[src/rtl/mips_pkg.sv]
// Shared MIPS types and constants, plus the flop macro used for state registers.
// The flop macro expects the enclosing module to have clk and an active-low async rst.
`ifndef MIPS_FF
`define MIPS_FF(q, d, rv) always_ff @(posedge clk or negedge rst) if (!rst) q <= (rv); else q <= (d);
`endif

package mips_pkg;

    localparam int DATA_32_W = 32;
    localparam int LSU_LANES = DATA_32_W / 8;

    typedef enum logic [1:0] {
        BYTE = 2'b00,
        HALF = 2'b01,
        WORD = 2'b10
    } lsu_size_e;

    typedef enum logic [1:0] {
        IDLE = 2'b00,
        RD   = 2'b01,
        WR   = 2'b10,
        RESP = 2'b11
    } lsu_state_e;

    // Encoding 2'b11 has no defined size, so it is treated as misaligned.
    function automatic logic lsu_misaligned(input logic [1:0] size, input logic [1:0] lane);
        case (size)
            BYTE:    return 1'b0;
            HALF:    return lane[0];
            WORD:    return |lane;
            default: return 1'b1;
        endcase
    endfunction

endpackage

[src/rtl/mips_lsu_align.sv]
// Lane steering for the LSU: extracts and extends load data, and merges
// sub-word store data into a word read back from memory.
module lsu_align
    import mips_pkg::*;
#(
    parameter int DATA_W = 32
) (
    input  logic [1:0]        size,
    input  logic [1:0]        lane,
    input  logic              is_signed,
    input  logic [DATA_W-1:0] word,
    input  logic [DATA_W-1:0] sdata,
    output logic [DATA_W-1:0] load_val,
    output logic [DATA_W-1:0] store_word
);

    logic [LSU_LANES-1:0] be;
    logic [DATA_W-1:0]    repl;
    logic [7:0]           byte_v;
    logic [15:0]          half_v;

    assign byte_v = word[{lane, 3'b000} +: 8];
    assign half_v = word[{lane[1], 4'b0000} +: 16];

    always_comb begin
        be       = '0;
        repl     = sdata;
        load_val = word;
        case (size)
            BYTE: begin
                be[lane] = 1'b1;
                repl     = {4{sdata[7:0]}};
                load_val = {{(DATA_W-8){is_signed & byte_v[7]}}, byte_v};
            end
            HALF: begin
                be[{lane[1], 1'b0}] = 1'b1;
                be[{lane[1], 1'b1}] = 1'b1;
                repl     = {2{sdata[15:0]}};
                load_val = {{(DATA_W-16){is_signed & half_v[15]}}, half_v};
            end
            WORD: be = '1;
            default: be = '0;
        endcase
    end

    // Replicated store data lets each enabled lane take its bytes from the same position.
    always_comb begin
        store_word = word;
        for (int i = 0; i < LSU_LANES; i++)
            store_word[i*8 +: 8] = be[i] ? repl[i*8 +: 8] : word[i*8 +: 8];
    end

endmodule

[src/rtl/mips_lsu.sv]
// Load/store unit driving a word-only data memory; sub-word stores go
// through a read-modify-write, errors complete without touching memory.
module mips_lsu
    import mips_pkg::*;
#(
    parameter int DATA_W    = 32,
    parameter int ADDR_W    = 32,
    parameter int MEM_DEPTH = 16
) (
    input  logic              clk,
    input  logic              rst,
    input  logic              req_valid,
    output logic              req_ready,
    input  logic              req_we,
    input  logic [1:0]        req_size,
    input  logic              req_signed,
    input  logic [ADDR_W-1:0] req_addr,
    input  logic [DATA_W-1:0] req_wdata,
    output logic              resp_valid,
    output logic [DATA_W-1:0] resp_rdata,
    output logic              resp_err,
    output logic [ADDR_W-1:0] mem_addr,
    output logic              mem_write,
    output logic [DATA_W-1:0] mem_wdata,
    input  logic [DATA_W-1:0] mem_rdata
);

    localparam logic [ADDR_W-1:0] ADDR_LIMIT = ADDR_W'(MEM_DEPTH * 4);

    lsu_state_e        state, state_d;
    logic              we_q, signed_q, err_q;
    logic [1:0]        size_q;
    logic [ADDR_W-1:0] addr_q;
    logic [DATA_W-1:0] wdata_q, word_buf;
    logic [DATA_W-1:0] load_val, store_word;
    logic              accept, req_err, mem_phase;

    assign req_ready = (state == IDLE);
    assign accept    = req_valid & req_ready;
    assign req_err   = lsu_misaligned(req_size, req_addr[1:0]) || (req_addr >= ADDR_LIMIT);

    always_comb begin
        state_d = state;
        case (state)
            IDLE: if (accept) begin
                if (req_err)             state_d = RESP;
                else if (!req_we)        state_d = RD;
                else if (req_size == WORD) state_d = WR;
                else                     state_d = RD;
            end
            RD:      state_d = we_q ? WR : RESP;
            WR:      state_d = RESP;
            default: state_d = IDLE;
        endcase
    end

    `MIPS_FF(state, state_d, IDLE)

    always_ff @(posedge clk or negedge rst) begin
        if (!rst) begin
            we_q     <= 1'b0;
            signed_q <= 1'b0;
            err_q    <= 1'b0;
            size_q   <= '0;
            addr_q   <= '0;
            wdata_q  <= '0;
            word_buf <= '0;
        end else begin
            if (accept) begin
                we_q     <= req_we;
                signed_q <= req_signed;
                err_q    <= req_err;
                size_q   <= req_size;
                addr_q   <= req_addr;
                wdata_q  <= req_wdata;
            end
            if (state == RD)
                word_buf <= mem_rdata;
        end
    end

    lsu_align #(.DATA_W(DATA_W)) u_align (
        .size       (size_q),
        .lane       (addr_q[1:0]),
        .is_signed  (signed_q),
        .word       (word_buf),
        .sdata      (wdata_q),
        .load_val   (load_val),
        .store_word (store_word)
    );

    // Memory outputs are held at zero outside the access states so reset and idle look identical.
    assign mem_phase  = (state == RD) || (state == WR);
    assign mem_addr   = mem_phase ? {addr_q[ADDR_W-1:2], 2'b00} : '0;
    assign mem_write  = (state == WR);
    assign mem_wdata  = (state == WR) ? ((size_q == WORD) ? wdata_q : store_word) : '0;

    assign resp_valid = (state == RESP);
    assign resp_err   = (state == RESP) & err_q;
    assign resp_rdata = ((state == RESP) && !we_q && !err_q) ? load_val : '0;

endmodule
[config.mk]
export PLATFORM = sky130hd
export DESIGN_NAME = mips_lsu
export DESIGN_NICKNAME = d
export VERILOG_FILES = /design/src/rtl/mips_pkg.sv /design/src/rtl/mips_lsu_align.sv /design/src/rtl/mips_lsu.sv
export SDC_FILE = /design/constraint.sdc
export NUM_CORES = 1
export LEC_CHECK = 0
export BUFFER_PORTS_ARGS = -buffer_cell sky130_fd_sc_hd__buf_2
export CAP_MARGIN = 20
export CELL_PAD_IN_SITES_DETAIL_PLACEMENT = 0
export CELL_PAD_IN_SITES_GLOBAL_PLACEMENT = 1
export CORE_ASPECT_RATIO = 1.25
export CORE_MARGIN = 2
export CORE_UTILIZATION = 38
export DETAILED_ROUTE_END_ITERATION = 8
export PLACE_DENSITY_LB_ADDON = 0.1
export SLEW_MARGIN = 20
export SYNTH_ARGS = -nofsm -noshare
export SYNTH_HDL_FRONTEND = slang
export SYNTH_SLANG_ARGS = --single-unit
[constraint.sdc]
create_clock -name clk -period 2.3 [get_ports clk]
set_input_delay 0.115 -clock clk [delete_from_list [all_inputs] [get_ports clk]]
set_output_delay 0.115 -clock clk [all_outputs]
set_load 0.005 [all_outputs]
==> reports/summary.json <==
{
  "detailed_routing": {
    "drt-pass1-iter-count": 5,
    "detail_route.wl_per_cell_um": 18.3,
    "ant_nets": 0,
    "detailroute.via_count": 5373,
    "route.detailed.drc": 0,
    "routed_vias_inst": 5.17,
    "routedLengthMet1_um": 7700,
    "detailroute.wirelength.met2_um": 9730,
    "highest_layer": "met4",
    "initialDrtViolationCount": 197,
    "met3RoutedLength_um": 1080,
    "wl_um": 19000
  },
  "critical_path": {
    "critical_path.reg2reg.endpoint": "state[0]",
    "r2r_setup_slk_ns": 0.61,
    "timing.critical_path.arrival_ns": 2.18,
    "setup.worst_path.end_class": "output pin",
    "cp_max_fo": 16,
    "criticalPathCategory": "reg -> out",
    "rr_worst_depth": 6,
    "worst-endpoint-required_ns": 2.18,
    "crit_path_start_kind": "flip-flop",
    "r2r_start": "state[1]"
  },
  "synth": {
    "synth.avg_cell_area_um2": 10.1,
    "postSynth.topFlopCell": "sky130_fd_sc_hd__dfrtp_1",
    "synth_seq_cells": 103,
    "postSynthCellCount": 570,
    "synthArstFlopShare": 1.00,
    "synth_enable_flop_cells": 0,
    "fraction_of_the_yosys_area_taken_by_sequential_cells": 0.448,
    "ys_types": 45,
    "yosys_synthesis_warning_count": 0,
    "synth.cell_area_mm2": 0.00576
  },
  "power": {
    "power_w": 0.0110,
    "vdd.ir_drop.worst_mv": 0.557,
    "p_leak_nw": 3.95,
    "cellPowerDensity_mw_per_mm2": 1350
  },
  "clocking": {
    "cts_tree": "done",
    "clkTransAtPathRegs_ns": 0.07,
    "cts_inserted_buffers": 9,
    "cts-root-to-sink-buffers": 2,
    "sink_count_of_the_clock_tree": 103,
    "root_buffer": "sky130_fd_sc_hd__clkbuf_16",
    "htreeDepth": 3,
    "insertion_delay_ns": 0.35
  },
  "layout": {
    "area_overhead_vs_synth_pct": 42.4,
    "final_layout_size_suffix_gt1_frac": 0.432,
    "antenna_cells": 0,
    "nets": 961,
    "fillCellCount": 1383,
    "stdcell_area_mm2": 0.00820,
    "final-instance-count-excl-fill": 1040
  },
  "status": {
    "status": "finished clean"
  },
  "placement": {
    "gpl.final_weighted_congestion": 0.908,
    "placedInstanceArea_mm2": 0.00703,
    "numPlacedInstances": 939,
    "dpl.hpwl_um": 13900,
    "port-buffer-count": 200,
    "dp_worst_setup_slack_ns": 0.218
  },
  "hold_path": {
    "hold_depth": 2,
    "hold_path.class": "in -> reg",
    "whs_endpoint": "word_buf[5]",
    "worst_hold_startpoint": "mem_rdata[5]"
  },
  "floorplanning": {
    "fp.coreArea_mm2": 0.0149,
    "io-pin-count": 203,
    "die-height_um": 142,
    "design.die.area_mm2": 0.0162,
    "rows": 50,
    "floorplan.initialDensity": 0.387,
    "die_x_um": 114
  },
  "timing": {
    "period_minus_slack_ns": 2.30,
    "timing.clock.skew_ns": 0.00554,
    "final_hold_viol_count": 0,
    "slew-limit-headroom": 0.616,
    "setup_slack_ns": 0.00338,
    "slew_viol_final": 0,
    "worst_slew_pin_slew_ns": 0.576,
    "setup_viol_count_final": 0,
    "fmaxAchievable_mhz": 435,
    "rsz0062_at_grt": "yes",
    "final.period_utilization": 0.999
  },
  "grt": {
    "overflow": 0,
    "global_route_wire_length_before_repair_um": 29400,
    "grt_usage": 0.238,
    "pin_count_of_the_biggest_net_entering_global_routing": 104,
    "grt_antenna_before_repair": 0,
    "vias_in_the_first_global_route": 5481
  },
  "flow_run": {
    "maxCapViolations": 0
  }
}
[layer usage]
metal	GRT usage	vias up
met4	0.102	0
li1	-	2590
met5	0	-
met3	0.0444	28
met2	0.413	194
met1	0.287	2561
[repair_timing]
item / CTS / global route
endpoints found under the setup margin: 29 / 64
buffers inserted: 2 / 3
pin swaps: 1 / 2
cloned: 0 / 0
endpoints found under the hold margin: 183 / 0
hold buffers: 81 / 0
resized for setup: 6 / 8
[synthesized netlist by cell type (2+ instances only)]
| library cell | instances | share of area |
|---|---|---|
| sky130_fd_sc_hd__o221ai_1 | 10 | 0.015 |
| sky130_fd_sc_hd__o211ai_1 | 2 | 0.0026 |
| sky130_fd_sc_hd__nor3_1 | 3 | 0.0026 |
| sky130_fd_sc_hd__a311oi_1 | 8 | 0.012 |
| sky130_fd_sc_hd__a21o_1 | 2 | 0.0026 |
| sky130_fd_sc_hd__mux2i_1 | 11 | 0.019 |
| sky130_fd_sc_hd__o21a_1 | 2 | 0.0026 |
| sky130_fd_sc_hd__inv_1 | 12 | 0.0078 |
| sky130_fd_sc_hd__a22oi_1 | 7 | 0.0091 |
| sky130_fd_sc_hd__mux2_2 | 100 | 0.20 |
| sky130_fd_sc_hd__dfrtp_1 | 103 | 0.45 |
| sky130_fd_sc_hd__ha_1 | 4 | 0.0087 |
| sky130_fd_sc_hd__clkbuf_1 | 23 | 0.015 |
| sky130_fd_sc_hd__o21ai_0 | 26 | 0.023 |
| sky130_fd_sc_hd__a21oi_1 | 41 | 0.036 |
| sky130_fd_sc_hd__buf_1 | 3 | 0.0020 |
| sky130_fd_sc_hd__and2_1 | 35 | 0.038 |
| sky130_fd_sc_hd__o22ai_1 | 7 | 0.0076 |
| sky130_fd_sc_hd__nand3_1 | 14 | 0.012 |
| sky130_fd_sc_hd__nand2_1 | 52 | 0.034 |
| sky130_fd_sc_hd__and3_1 | 7 | 0.0076 |
| sky130_fd_sc_hd__a31oi_1 | 5 | 0.0054 |
| sky130_fd_sc_hd__nor2_1 | 37 | 0.024 |
| sky130_fd_sc_hd__nor2b_1 | 3 | 0.0033 |
| sky130_fd_sc_hd__buf_4 | 3 | 0.0039 |
| sky130_fd_sc_hd__nand2b_1 | 5 | 0.0054 |
| sky130_fd_sc_hd__nand2_2 | 10 | 0.011 |
| sky130_fd_sc_hd__nor4_1 | 7 | 0.0076 |
| sky130_fd_sc_hd__buf_6 | 2 | 0.0039 |
| sky130_fd_sc_hd__nand3b_1 | 2 | 0.0026 |
| sky130_fd_sc_hd__buf_2 | 10 | 0.0087 |
[cell families (layout without fill, tap and decap cells)]
kind of cell               count (synthesis)  count (layout)  share of synthesized area
AOI/OAI and AO/OA                        117             117                      0.126
adders and majority gates                  4               4                    0.00869
buffers and inverters                     53             340                     0.0413
DFF                                      103             103                      0.448
muxes                                    112             112                      0.219
other                                      1               2                   0.000651
and+or+nand+nor                          180             180                      0.156
[cells in the final DEF, fill, tap and decap left out, types with 8 or more instances in the layout]
cell and instances:
sky130_fd_sc_hd__a21oi_1 40, sky130_fd_sc_hd__a311oi_1 8, sky130_fd_sc_hd__and2_1 35, sky130_fd_sc_hd__buf_2 198, sky130_fd_sc_hd__buf_4 29, sky130_fd_sc_hd__clkbuf_16 9
sky130_fd_sc_hd__dfrtp_1 101, sky130_fd_sc_hd__dlygate4sd3_1 81, sky130_fd_sc_hd__inv_1 12, sky130_fd_sc_hd__mux2_2 100, sky130_fd_sc_hd__mux2i_1 11, sky130_fd_sc_hd__nand2_1 51
sky130_fd_sc_hd__nand2_2 11, sky130_fd_sc_hd__nand3_1 14, sky130_fd_sc_hd__nor2_1 37, sky130_fd_sc_hd__o21ai_0 26, sky130_fd_sc_hd__o221ai_1 10
[metrics by stage]
stage / hold slack [ns] / setup TNS [ns] / util
final: 0.00767 / 0 / 0.551
after global routing: 0.00743 / -1.33 / 0.551
after CTS: 0.00118 / 0 / 0.547
after detailed placement: 0.235 / 0 / 0.472
after global placement: 0.232 / 0 / 0.472
after floorplan: -0.181 / 0 / -
[where the power goes]
part,leakage (nW),switching [W],total [W],internal (W)
combinational,2.61,0.00289,0.00584,0.00295
sequential,1.21,0.00101,0.00377,0.00276
clock,0.129,0.000704,0.00144,0.000731
total,3.95,0.00460,0.0110,0.00644
[state kept, by name (all words and copies together), names as in the netlist]
signal	flops
signed_q	1
state	2
addr_q	32
we_q	1
size_q	2
err_q	1
word_buf	32
wdata_q	32
[worst max-delay path by stage]
| stage | to | start | cells past startpoint | slack [ns] |
|---|---|---|---|---|
| finish | resp_rdata[30] | state[0] | 8 | 0.003 |
| global route | resp_rdata[30] | state[0] | 8 | -0.11 |
| CTS | resp_rdata[4] | addr_q[0] | 6 | 0.005 |
| detailed placement | resp_rdata[18] | addr_q[1] | 5 | 0.22 |
| global placement | resp_rdata[19] | addr_q[1] | 5 | 0.29 |
| floorplan | resp_rdata[20] | state[0] | 7 | 0.49 |
[critical path, cell delays in order (launching register included)]
cell and delay, ns:
sky130_fd_sc_hd__dfrtp_1 0.41, sky130_fd_sc_hd__ha_2 0.21, sky130_fd_sc_hd__or3b_4 0.41, sky130_fd_sc_hd__buf_12 0.16, sky130_fd_sc_hd__nor3b_4 0.21, sky130_fd_sc_hd__o21ai_4 0.09
sky130_fd_sc_hd__buf_12 0.16, sky130_fd_sc_hd__nand2_1 0.07, sky130_fd_sc_hd__buf_2 0.10
[layout make-up]
class	count	area [um^2]	share of cell area
tap	182	228	0.0278
inverter	12	45.0	0.00549
sequential	103	2580	0.315
timing repair buffer	313	2110	0.257
clock buffer	10	229	0.0279
multi-input combinational	415	2970	0.362
clock inverter	5	35.0	0.00427
Power figures use the tool's default switching activity.
